File: src/rtl/nios_sysid_ext_if.sv
// Avalon-MM slave bus for the system-identification block.
// Fixed-latency read: an accepted read (read=1 at an edge) is answered with
// readdatavalid=1 and readdata at the next edge; there is no waitrequest.
interface nios_sysid_ext_if;
    logic [2:0]  address;
    logic        read;
    logic        write;
    logic [31:0] writedata;
    logic [31:0] readdata;
    logic        readdatavalid;

    modport master (
        output address, read, write, writedata,
        input  readdata, readdatavalid
    );

    modport slave (
        input  address, read, write, writedata,
        output readdata, readdatavalid
    );
endinterface

File: src/rtl/nios_sysid_ext.sv
// System-ID slave: fixed ID/timestamp words, coherent 64-bit uptime snapshot,
// scratch register and a control word with counter enable/clear.
module nios_sysid_ext #(
    parameter logic [31:0] SYSTEM_ID    = 32'h0000_0000,
    parameter logic [31:0] TIMESTAMP    = 32'h0000_0000,
    parameter int          UPTIME_WIDTH = 64,
    parameter logic [31:0] SCRATCH_INIT = 32'h0000_0000
) (
    input  logic             clock,
    input  logic             reset_n,
    nios_sysid_ext_if.slave  bus
);

    localparam logic [UPTIME_WIDTH-1:0] CNT_ONE = {{(UPTIME_WIDTH-1){1'b0}}, 1'b1};
    localparam logic [7:0]              WIDTH_FIELD = 8'(UPTIME_WIDTH);

    localparam logic [2:0] ADDR_ID      = 3'd0;
    localparam logic [2:0] ADDR_TSTAMP  = 3'd1;
    localparam logic [2:0] ADDR_UP_LO   = 3'd2;
    localparam logic [2:0] ADDR_UP_HI   = 3'd3;
    localparam logic [2:0] ADDR_SCRATCH = 3'd4;
    localparam logic [2:0] ADDR_CTRL    = 3'd5;

    logic [UPTIME_WIDTH-1:0] cnt;
    logic [63:0]             cnt_ext;
    logic [31:0]             hi_shadow;
    logic [31:0]             scratch;
    logic                    en;
    logic                    wr_en;
    logic                    clr;
    logic [31:0]             rd_mux;

    // Bits above UPTIME_WIDTH read as zero through the zero-extension.
    assign cnt_ext = 64'(cnt);

    // A write colliding with a read is dropped.
    assign wr_en = bus.write & ~bus.read;
    assign clr   = wr_en && (bus.address == ADDR_CTRL) && bus.writedata[1];

    always_comb begin
        rd_mux = 32'h0;
        case (bus.address)
            ADDR_ID:      rd_mux = SYSTEM_ID;
            ADDR_TSTAMP:  rd_mux = TIMESTAMP;
            ADDR_UP_LO:   rd_mux = cnt_ext[31:0];
            ADDR_UP_HI:   rd_mux = hi_shadow;
            ADDR_SCRATCH: rd_mux = scratch;
            ADDR_CTRL:    rd_mux = {16'h0, WIDTH_FIELD, 7'h0, en};
            default:      rd_mux = 32'h0;
        endcase
    end

    always_ff @(posedge clock or negedge reset_n) begin
        if (!reset_n) begin
            bus.readdata      <= 32'h0;
            bus.readdatavalid <= 1'b0;
            cnt               <= '0;
            hi_shadow         <= 32'h0;
            scratch           <= SCRATCH_INIT;
            en                <= 1'b1;
        end else begin
            bus.readdatavalid <= bus.read;
            if (bus.read) begin
                bus.readdata <= rd_mux;
            end
            // LO read and HI latch both see the pre-increment count.
            if (bus.read && (bus.address == ADDR_UP_LO)) begin
                hi_shadow <= cnt_ext[63:32];
            end

            if (wr_en && (bus.address == ADDR_SCRATCH)) begin
                scratch <= bus.writedata;
            end
            if (wr_en && (bus.address == ADDR_CTRL)) begin
                en <= bus.writedata[0];
            end

            if (clr) begin
                cnt <= '0;
            end else if (en) begin
                cnt <= cnt + CNT_ONE;
            end
        end
    end

endmodule
File: src/flat_wrapper.sv
// flat-port wrapper written by rule: the top's interface ports become plain ports
module nios_sysid_ext_flat 
#(
    parameter logic [31:0] SYSTEM_ID    = 32'h0000_0000,
    parameter logic [31:0] TIMESTAMP    = 32'h0000_0000,
    parameter int          UPTIME_WIDTH = 64,
    parameter logic [31:0] SCRATCH_INIT = 32'h0000_0000
)
  (clock, reset_n, bus_address, bus_read, bus_write, bus_writedata, bus_readdata, bus_readdatavalid);
  nios_sysid_ext_if bus_i ();
  input  logic clock;
  input  logic reset_n;
  input wire logic [$bits(bus_i.address)-1:0] bus_address;
  input wire logic [$bits(bus_i.read)-1:0] bus_read;
  input wire logic [$bits(bus_i.write)-1:0] bus_write;
  input wire logic [$bits(bus_i.writedata)-1:0] bus_writedata;
  output wire logic [$bits(bus_i.readdata)-1:0] bus_readdata;
  output wire logic [$bits(bus_i.readdatavalid)-1:0] bus_readdatavalid;
  assign bus_i.address = bus_address;
  assign bus_i.read = bus_read;
  assign bus_i.write = bus_write;
  assign bus_i.writedata = bus_writedata;
  assign bus_readdata = bus_i.readdata;
  assign bus_readdatavalid = bus_i.readdatavalid;
  nios_sysid_ext #(.SYSTEM_ID(SYSTEM_ID), .TIMESTAMP(TIMESTAMP), .UPTIME_WIDTH(UPTIME_WIDTH), .SCRATCH_INIT(SCRATCH_INIT)) u_core (.clock(clock), .reset_n(reset_n), .bus(bus_i));
endmodule
File: config.mk
export PLATFORM = sky130hd
export DESIGN_NAME = nios_sysid_ext_flat
export DESIGN_NICKNAME = d
export VERILOG_FILES = /design/src/rtl/nios_sysid_ext_if.sv /design/src/rtl/nios_sysid_ext.sv /design/src/flat_wrapper.sv
export SDC_FILE = /design/constraint.sdc
export NUM_CORES = 1
export LEC_CHECK = 0
export BUFFER_PORTS_ARGS = -buffer_cell sky130_fd_sc_hd__buf_2
export CAP_MARGIN = 10
export CORE_MARGIN = 2
export CORE_UTILIZATION = 61
export CTS_BUF_LIST = sky130_fd_sc_hd__clkbuf_16
export DETAILED_ROUTE_END_ITERATION = 6
export PLACE_DENSITY = 0.82
export SLEW_MARGIN = 30
export SYNTH_ARGS = -nofsm -noshare
export SYNTH_HDL_FRONTEND = slang
export SYNTH_SLANG_ARGS = --single-unit
File: constraint.sdc
create_clock -name clock -period 3.8 [get_ports clock]
set_input_delay 1.14 -clock clock [delete_from_list [all_inputs] [get_ports clock]]
set_output_delay 1.14 -clock clock [all_outputs]
set_load 0.005 [all_outputs]
==> out/results.tsv, run 1 <==
metric	value	unit
status	finished clean	
die_x	118	µm
synth_top_area_share	51.2	%
start_kind	register	
gp_congestion	0.913	
synthesis.nets	768	
worst_clock_skew	6.71	ps
async_reset_ff_share	100	%
p_per_area	566	nW/µm²
die_h	118	µm
routed_wl	18800	µm
fmax	362	MHz
clockBufferDepth	2	
final_area	8900	µm²
tns	0	ps
fillers	904	
post-route-util	70.5	%
slew_viol_final	0	
drive_above_1_share	24.4	%
clk_pin_slew	60	ps
start_util	62.3	%
yosys-top-cells-count	dfrtp_1 (161), nor2_1 (72), mux2_2 (63)	
synth_top_cell_by_area	dfrtp_1	
dieArea	13800	µm²
cp-end-kind	register	
grt_pass1_vias	6248	
fin_crit	2760	ps
htreeDepth	4	
cp.arrival	3110	ps
cts_tree	built	
leakage	3.83	nW
clkSinkCount	162	
vias	6132	
core_area	12600	µm²
rsz0062_at_grt	no	
synth_flop_cell	dfrtp_1	
antenna_found_initial	0	
ir_drop	0.405	mV
holdBufCountCts	0	
numCtsBuffers	17	
grt_usage	28.4	%
hold_class	reg -> reg	
globalRouteOverflowTotal	0	
grt_start_max_net_pins	84	
setup_viol	0	
crit_fanout	12	
critPathKind	reg -> reg	
synth_edf_count	0	
fin_nets	829	
synthCells	728	
synth.area.top_cells	dfrtp_1 (51%), mux2_2 (9.0%), mux2i_1 (3.9%), a21oi_1 (3.7%), nor2_1 (3.4%)	
slew_headroom	43.3	%
first_pass_iters	5	
synth.most_common_cell	dfrtp_1	
via_per_inst	6.32	
ys_seq_area_share	51.6	%
rows	41	
numPortBuffers	71	
area.growth.synth_to_final	13.2	%
period_share	72.6	%
ys_types	54	
ant_nets	0	
grt_pass1_wl	31400	µm
cts_resized	0	
avgSynthCellArea	10.8	µm²
cts_setup_buffers	0	
post_dp_cell_area	8380	µm²
n_antenna_cell	0	
syn-cell-area	7860	µm²
synth_warnings	0	
pin_count	72	
hpwl	12800	µm
required	4150	ps
clock_latency	430	ps
maxCapViolations	0	
drt_iter0_drc	638	
hold_viol	0	
route.detailed.drc	0	
cts-root-buf	clkbuf_16	
ys_ff_latch	162	
wl_per_cell	19.3	µm
worst_pin_slew	847	ps
-- routing by layer --
metal | GRT usage (%) | wire length [µm]
met5 | 0 | 0
met4 | 12.1 | 452
met1 | 38.3 | 8040
met2 | 45.1 | 8900
met3 | 5.91 | 1360
-- state kept, by name, indices dropped and copies added (netlist names) --
signal / cells
u_core.en: 1
u_core.bus.readdatavalid: 1
u_core.scratch: 32
u_core.bus.readdata: 32
u_core.hi_shadow: 32
u_core.cnt: 64
-- cell type report --
class	count	area (µm²)	share of cell area, %
multi-input combinational	486	3480	39.1
tap	172	215	2.42
sequential	162	4060	45.6
timing repair buffer	83	477	5.36
clock inverter	11	100	1.12
clock buffer	17	425	4.78
inverter	39	146	1.64
-- critical path, cell delays in order, from the launching register on --
cell and delay (ps):
dfstp_2 710, nand3_1 300, nor4_4 340, nand3_1 520, or4_1 660, a21oi_1 150
-- metrics by stage --
step	hold WS [ps]	power, mW	cells	worst slack, ps
CTS	492	5.02	970	1150
finish	489	5.04	970	1040
floorplan	458	3.08	728	1110
global route	521	5.26	970	978
global placement	473	3.38	942	948
detailed placement	479	3.45	942	931
-- power breakdown --
group	switching, mW	leakage [nW]	total (mW)	internal, mW
sequential	0.459	2.01	2.58	2.12
clock	0.645	0.259	1.58	0.933
combinational	0.446	1.56	0.879	0.433
-- final timing paths --
| check | start | end | cells after the start | slack (ps) |
|---|---|---|---|---|
| setup reg to reg | u_core.en$_DFFE_PN1N_ | u_core.cnt[61]$_DFFE_PN0P_ | 5 | 1040 |
| setup / recovery | u_core.en$_DFFE_PN1N_ | u_core.cnt[61]$_DFFE_PN0P_ | 5 | 1040 |
| hold / removal | u_core.hi_shadow[27]$_DFFE_PN0P_ | u_core.hi_shadow[27]$_DFFE_PN0P_ | 1 | 490 |
| max in group asynchronous | reset_n | u_core.scratch[21]$_DFFE_PN0P_ | 2 | 2370 |
| min in group asynchronous | reset_n | u_core.scratch[9]$_DFFE_PN0P_ | 1 | 750 |
| hold reg to reg | u_core.hi_shadow[27]$_DFFE_PN0P_ | u_core.hi_shadow[27]$_DFFE_PN0P_ | 1 | 490 |
-- placed cells by master (no fill, tap or decap), types with 4 or more instances in the layout --
cell type,n
a21oi_1,58
and2_1,5
and3_1,10
and4_1,8
buf_2,70
buf_4,10
clkbuf_16,17
clkinv_1,5
dfrtp_1,161
inv_1,40
mux2_1,4
mux2_2,63
mux2i_1,31
nand2_1,18
nand3_1,24
nand3_2,4
nand4_1,19
nor2_1,72
nor2b_1,5
nor3_1,6
nor4_4,4
o21ai_0,19
o22ai_1,30
o31ai_1,10
or3_1,17
or4_1,12
xnor2_1,18
xor2_1,15
-- cells by family after synthesis --
family / Yosys count / synth area share, %
DFF: 162 / 51.6
xor gates and xnor gates: 33 / 3.68
muxes: 98 / 13.5
adders and majority gates: 1 / 0.159
buffers and inverters: 80 / 4.38
AOI/OAI and AO/OA: 126 / 9.18
and+or+nand+nor: 228 / 17.5
(Power assumes the default switching activity.)
==> inputs of run 2 (changes only) <==
--- a/config.mk
+++ b/config.mk
@@ -8,10 +8,10 @@
 export BUFFER_PORTS_ARGS = -buffer_cell sky130_fd_sc_hd__buf_2
 export CAP_MARGIN = 10
 export CORE_MARGIN = 2
-export CORE_UTILIZATION = 61
+export CORE_UTILIZATION = 60
 export CTS_BUF_LIST = sky130_fd_sc_hd__clkbuf_16
 export DETAILED_ROUTE_END_ITERATION = 6
-export PLACE_DENSITY = 0.82
+export PLACE_DENSITY = 0.8
 export SLEW_MARGIN = 30
 export SYNTH_ARGS = -nofsm -noshare
 export SYNTH_HDL_FRONTEND = slang
==> constraint.sdc (replaced) <==
create_clock -name clock -period 2.75 [get_ports clock]
set_input_delay 0.825 -clock clock [delete_from_list [all_inputs] [get_ports clock]]
set_output_delay 0.825 -clock clock [all_outputs]
set_load 0.005 [all_outputs]
==> run 2 against run 1 <==
Compared with the run above: total power grew 46%; largest power group unchanged; sequential share of layout area is 0.94 points lower; clock skew grew 0.90 ps; final area rose by 2.1%; critical path depth stayed put; largest cell class unchanged; register-to-register slack worse by 750 ps.
==> out/results.tsv, run 2 (synthesis results as in run 1) <==
metric	value	unit	change
status	finished clean		
cpPeakStageDelay	610	ps	-100 ps
area.growth.synth_to_final	15.6	%	
core_area	12700	µm²	+0.81%
cts_resized	0		unchanged
fin_ws	290	ps	-750 ps
vias	6180		+0.78%
n_antenna_cell	0		unchanged
cp.arrival	2810	ps	-300 ps
rsz0062_at_grt	no		
die_h	118	µm	+0.80%
grt_usage	28.5	%	+0.12 points
cp_num_buf_inv	0		unchanged
setup_viol	0		unchanged
htreeDepth	4		unchanged
globalRouteOverflowTotal	0		unchanged
cts_setup_buffers	0		unchanged
crit_path_cell_trace	nand3_1 > nor4_4 > nand4_2 > or4_1 > a21oi_1		
ir_drop	0.515	mV	+27%
rows	41		unchanged
drt_iter0_drc	524		-18%
p_per_area	808	nW/µm²	+43%
hold_class	in -> async		
final_common_cell	dfrtp_1		
fin_crit	2460	ps	-300 ps
dieArea	14000	µm²	+1.6%
largest_reg_flops	64		unchanged
slew_viol_final	0		unchanged
fmax	406	MHz	+12%
cts-root-buf	clkbuf_16		
cts_tree	built		
clockBufferDepth	2		unchanged
first_pass_iters	5		unchanged
cp-end-kind	register		
layoutNonFillerInstCount	983		+1.3%
grt_pass1_vias	6177		-1.1%
drive_above_1_share	26.1	%	+1.7 points
die_x	118	µm	+0.80%
crit_family	simple AND/OR/NAND/NOR gates		
r2r_slack	290	ps	-750 ps
fin_total_pwr	7.34	mW	+46%
gp_congestion	0.896		-1.9%
hold_ws	377	ps	-112 ps
slew_headroom	54.9	%	+12 points
leakage	3.92	nW	+2.4%
fillers	895		-1.0%
period_share	89.5	%	+17 points
pin_count	72		unchanged
r2r_end	u_core.cnt[63]$_DFFE_PN0P_		
start_kind	register		
post_dp_cell_area	8450	µm²	+0.87%
clk_pin_slew	70	ps	about the same
grt_start_max_net_pins	62		-26%
start_util	61.8	%	-0.50 points
crit_fanout	12		unchanged
worst_pin_slew	676	ps	-171 ps
regMostFlops	u_core.cnt		
critPathKind	reg -> reg		
dpl_worst_slack	373	ps	-558 ps
layout_common_cells	dfrtp_1 (161), nor2_1 (72), buf_2 (70)		
grt_pass1_wl	31600	µm	+0.75%
antenna_found_initial	0		unchanged
numPortBuffers	71		unchanged
clock_latency	430	ps	about the same
final_area	9090	µm²	+2.1%
holdBufCountCts	0		unchanged
slowest_stage	or4_1		
ant_nets	0		unchanged
hold_viol	0		unchanged
wl_per_cell	19.4	µm	+0.28%
post-route-util	71.4	%	+0.91 points
numCtsBuffers	17		unchanged
via_per_inst	6.29		-0.55%
worstRegToRegCells	5		unchanged
clkSinkCount	162		unchanged
r2r-start	u_core.cnt[0]$_DFFE_PN0P_		
worst_clock_skew	7.62	ps	+0.902 ps
routed_wl	19100	µm	+1.6%
fin_nets	838		+1.1%
maxCapViolations	0		unchanged
route.detailed.drc	0		unchanged
tns	0	ps	unchanged
hpwl	13100	µm	+3.0%
required	3100	ps	-1050 ps
dp_cells	951		+0.96%
run 2: changes by cell type in the layout (fill, tap and decap cells not counted), sizes merged:
cell      before  now
inv           40   41
clkinv         7    4
buf           83   92
bufinv         2    5
clkinvlp       1    4
run 2: cell type report:
| cell class | instances | area (µm²) | area share (%) |
|---|---|---|---|
| multi-input combinational | 486 | 3470 | 38.2 |
| clock buffer | 17 | 425 | 4.68 |
| inverter | 39 | 146 | 1.61 |
| timing repair buffer | 92 | 557 | 6.13 |
| sequential | 162 | 4060 | 44.6 |
| clock inverter | 15 | 215 | 2.37 |
| tap | 172 | 215 | 2.37 |
run 2: per-layer routing:
layer	global-route usage [%]	wire (µm)
met2	45.0	9110
met1	39.6	8430
met5	0	0
met4	11.2	350
met3	5.12	1180
run 2: worst max-delay path by stage:
stage,startpoint,end,slack [ps],depth (start not counted)
floorplan,bus_read,u_core.cnt[58]$_DFFE_PN0P_,380,7
global placement,bus_address[1],u_core.cnt[58]$_DFFE_PN0P_,420,6
detailed placement,u_core.en$_DFFE_PN1N_,u_core.cnt[63]$_DFFE_PN0P_,370,5
CTS,u_core.en$_DFFE_PN1N_,u_core.cnt[63]$_DFFE_PN0P_,340,5
global route,u_core.cnt[0]$_DFFE_PN0P_,u_core.cnt[44]$_DFFE_PN0P_,270,6
finish,u_core.cnt[0]$_DFFE_PN0P_,u_core.cnt[63]$_DFFE_PN0P_,290,5
run 2: power breakdown:
group	total [mW]	switching [mW]	leakage (nW)	internal [mW]
Clock	2.56	0.953	0.304	1.60
Combinational	1.24	0.635	1.61	0.605
Sequential	3.55	0.621	2.01	2.93
Total	7.34	2.21	3.92	5.13
run 2: worst reg2reg max path, stage by stage (launching register included):
cell	delay (ps)
dfrtp_1	500
nand3_1	300
nor4_4	390
nand4_2	390
or4_1	610
a21oi_1	190
==> inputs of run 3 (changes only) <==
--- a/config.mk
+++ b/config.mk
@@ -5,6 +5,8 @@
 export SDC_FILE = /design/constraint.sdc
 export NUM_CORES = 1
 export LEC_CHECK = 0
+export ABC_AREA = 1
+export ABC_CLOCK_PERIOD_IN_PS = 2700
 export BUFFER_PORTS_ARGS = -buffer_cell sky130_fd_sc_hd__buf_2
 export CAP_MARGIN = 10
 export CORE_MARGIN = 2
==> constraint.sdc (replaced) <==
create_clock -name clock -period 2.7 [get_ports clock]
set_input_delay 0.81 -clock clock [delete_from_list [all_inputs] [get_ports clock]]
set_output_delay 0.81 -clock clock [all_outputs]
set_load 0.005 [all_outputs]
==> run 3 against run 2 <==
Compared with the run above: largest power group unchanged; global-route usage increased by 4.4 points; largest cell class unchanged; highest routed layer unchanged; area after synthesis increased by 8.1%; setup slack improved by 330 ps; sequential power decreased by 20%; final cell count increased by 35%; clock skew about the same; total power decreased by 20%; combinational power decreased by 40%.
==> out/results.tsv, run 3 <==
metric	value	unit	change
grt_pass1_wl	37200	µm	+18%
drive_above_1_share	17.6	%	-8.5 points
fin_nets	1173		+40%
via_per_inst	5.69		-9.5%
rsz0062_at_grt	no		
cts-root-buf	clkbuf_16		
hold_viol	0		unchanged
fin_crit	2080	ps	-380 ps
hpwl	18000	µm	+37%
synth_top_cell_by_area	dfrtp_1		
grt_start_max_net_pins	57		-8.1%
route.detailed.drc	0		unchanged
antenna_found_initial	1		+1
slew_viol_final	0		unchanged
synthesis.nets	1100		+43%
leakage	4.60	nW	+17%
critPathKind	reg -> reg		
cts_tree	built		
synth_warnings	0		unchanged
regArea	4060	µm²	unchanged
ant_nets	0		unchanged
layout_common_cells	nand2_1 (308), nor2_1 (164), dfrtp_1 (161)		
ys_seq_area_share	47.7	%	-3.9 points
intPower	4.21	mW	-18%
synth_flop_cell	dfrtp_1		
dieArea	15100	µm²	+7.8%
power_frac_seq	48.6	%	+0.3 points
synth_top_area_share	47.4	%	-3.8 points
p_per_area	609	nW/µm²	-25%
post-route-util	69.1	%	-2.4 points
core_area	13900	µm²	+9.1%
yosys-top-cells-count	nand2_1 (308), nor2_1 (164), dfrtp_1 (161)		
ir_drop	0.429	mV	-17%
final_common_cell	nand2_1		
vias	7548		+22%
async_reset_ff_share	100	%	unchanged
clockBufferDepth	2		unchanged
setup_viol	0		unchanged
numPortBuffers	71		unchanged
die_h	123	µm	+3.8%
fmax	481	MHz	+18%
fillers	1146		+28%
p_comb_share	12.7	%	-4.2 points
die_x	123	µm	+3.8%
tns	0	ps	unchanged
p_clk_share	38.7	%	+3.9 points
largest_reg_flops	64		unchanged
syn-cell-area	8500	µm²	+8.1%
start_kind	register		
rows	43		+4.9%
worst_clock_skew	8.00	ps	+0.379 ps
p_sw	1.63	mW	-26%
area.growth.synth_to_final	12.8	%	
globalRouteOverflowTotal	0		unchanged
routed_wl	23900	µm	+25%
synthCells	1060		+46%
regMostFlops	u_core.cnt		
first_pass_iters	6		+1
worst_pin_slew	532	ps	-144 ps
ys_types	39		-28%
htreeDepth	4		unchanged
avgSynthCellArea	8.02	µm²	-26%
numCtsBuffers	17		unchanged
cts_setup_buffers	0		unchanged
netSwitchingFraction	27.9	%	-2.2 points
maxCapViolations	0		unchanged
clkSinkCount	162		unchanged
status	finished clean		
start_util	61.2	%	-0.56 points
grt_pass1_vias	6873		+11%
clock_latency	430	ps	about the same
wl_per_cell	18.0	µm	-7.1%
multi_input_area	3920	µm²	+13%
cp.arrival	2440	ps	-370 ps
ys_ff_latch	162		unchanged
required	3060	ps	-40 ps
clk_pin_slew	60	ps	about the same
cts_resized	0		unchanged
gp_congestion	0.993		+11%
synth.area.top_cells	dfrtp_1 (47%), nand2_1 (14%), nor2_1 (7.2%), mux2_4 (5.1%), a21oi_1 (3.6%)		
hold_class	in -> async		
synth_edf_count	0		unchanged
crit_fanout	5		-7
slew_headroom	64.5	%	+9.6 points
fin_total_pwr	5.84	mW	-20%
grt_usage	33.0	%	+4.4 points
cp-end-kind	register		
pin_count	72		unchanged
drt_iter0_drc	731		+40%
period_share	77.1	%	-12 points
synth.most_common_cell	nand2_1		
holdBufCountCts	0		unchanged
run 3: final timing paths:
check / from / to / slack, ps / depth (start not counted)
worst min register to register: u_core.bus.readdata[30]$_DFFE_PN0P_ / u_core.bus.readdata[30]$_DFFE_PN0P_ / 470 / 2
worst max-delay path: u_core.cnt[0]$_DFFE_PN0P_ / u_core.cnt[42]$_DFFE_PN0P_ / 620 / 9
min in group clock: u_core.bus.readdata[30]$_DFFE_PN0P_ / u_core.bus.readdata[30]$_DFFE_PN0P_ / 470 / 2
worst min-delay path: reset_n / u_core.cnt[42]$_DFFE_PN0P_ / 340 / 1
max in group asynchronous: reset_n / u_core.hi_shadow[16]$_DFFE_PN0P_ / 1680 / 2
worst max register to register: u_core.cnt[0]$_DFFE_PN0P_ / u_core.cnt[42]$_DFFE_PN0P_ / 620 / 9
run 3: cells by family after synthesis:
family | count (synthesis) | share of synthesized area, %
simple gates | 580 | 29.5
compound gates | 157 | 9.73
mux | 40 | 6.58
xor+xnor | 2 | 0.206
buf+inv | 118 | 6.18
flops | 162 | 47.7
fa+ha+maj | 1 | 0.147
run 3: final cells by class:
class | instances | area share [%]
clock buffers | 17 | 4.44
repair buffers | 85 | 5.39
diodes | 1 | 0.0261
multi-input cells | 780 | 40.9
well taps | 180 | 2.35
clock inverters | 15 | 1.20
flip-flops and latches | 162 | 42.3
inverters | 87 | 3.41
run 3: metal layers:
layer	global-route usage (%)	vias to the layer above	part of all wire (%)
li1	-	3552	-
met1	47.2	3587	44
met2	49.0	362	44
met3	8.63	47	9.7
met4	11.1	0	2.8
met5	0	-	0
run 3: stage by stage:
step	setup slack (ps)	instances	hold slack, ps	area, µm²
finish	619	1327	338	9590
global route	479	1326	366	9590
CTS	648	1326	356	9590
detailed placement	401	1294	461	9040
global placement	437	1294	460	9040
floorplan	788	1060	449	8500
run 3: critical path, stage by stage, from the launching register on:
cell	delay (ps)
dfrtp_1	420
ha_1	230
nand2_1	120
nor2_4	190
nand3_1	290
nor3_2	360
nand2_1	180
nand2_1	90
nand2_1	50
nor2_1	80
run 3: power by group through the flow:
stage / combinational, mW / clock, mW / sequential, mW
finish: 0.742 / 2.26 / 2.84
global route: 0.824 / 2.39 / 2.86
CTS: 0.741 / 2.27 / 2.83
detailed placement: 0.733 / 0 / 2.87
global placement: 0.708 / 0 / 2.87
floorplan: 0.485 / 0 / 2.82
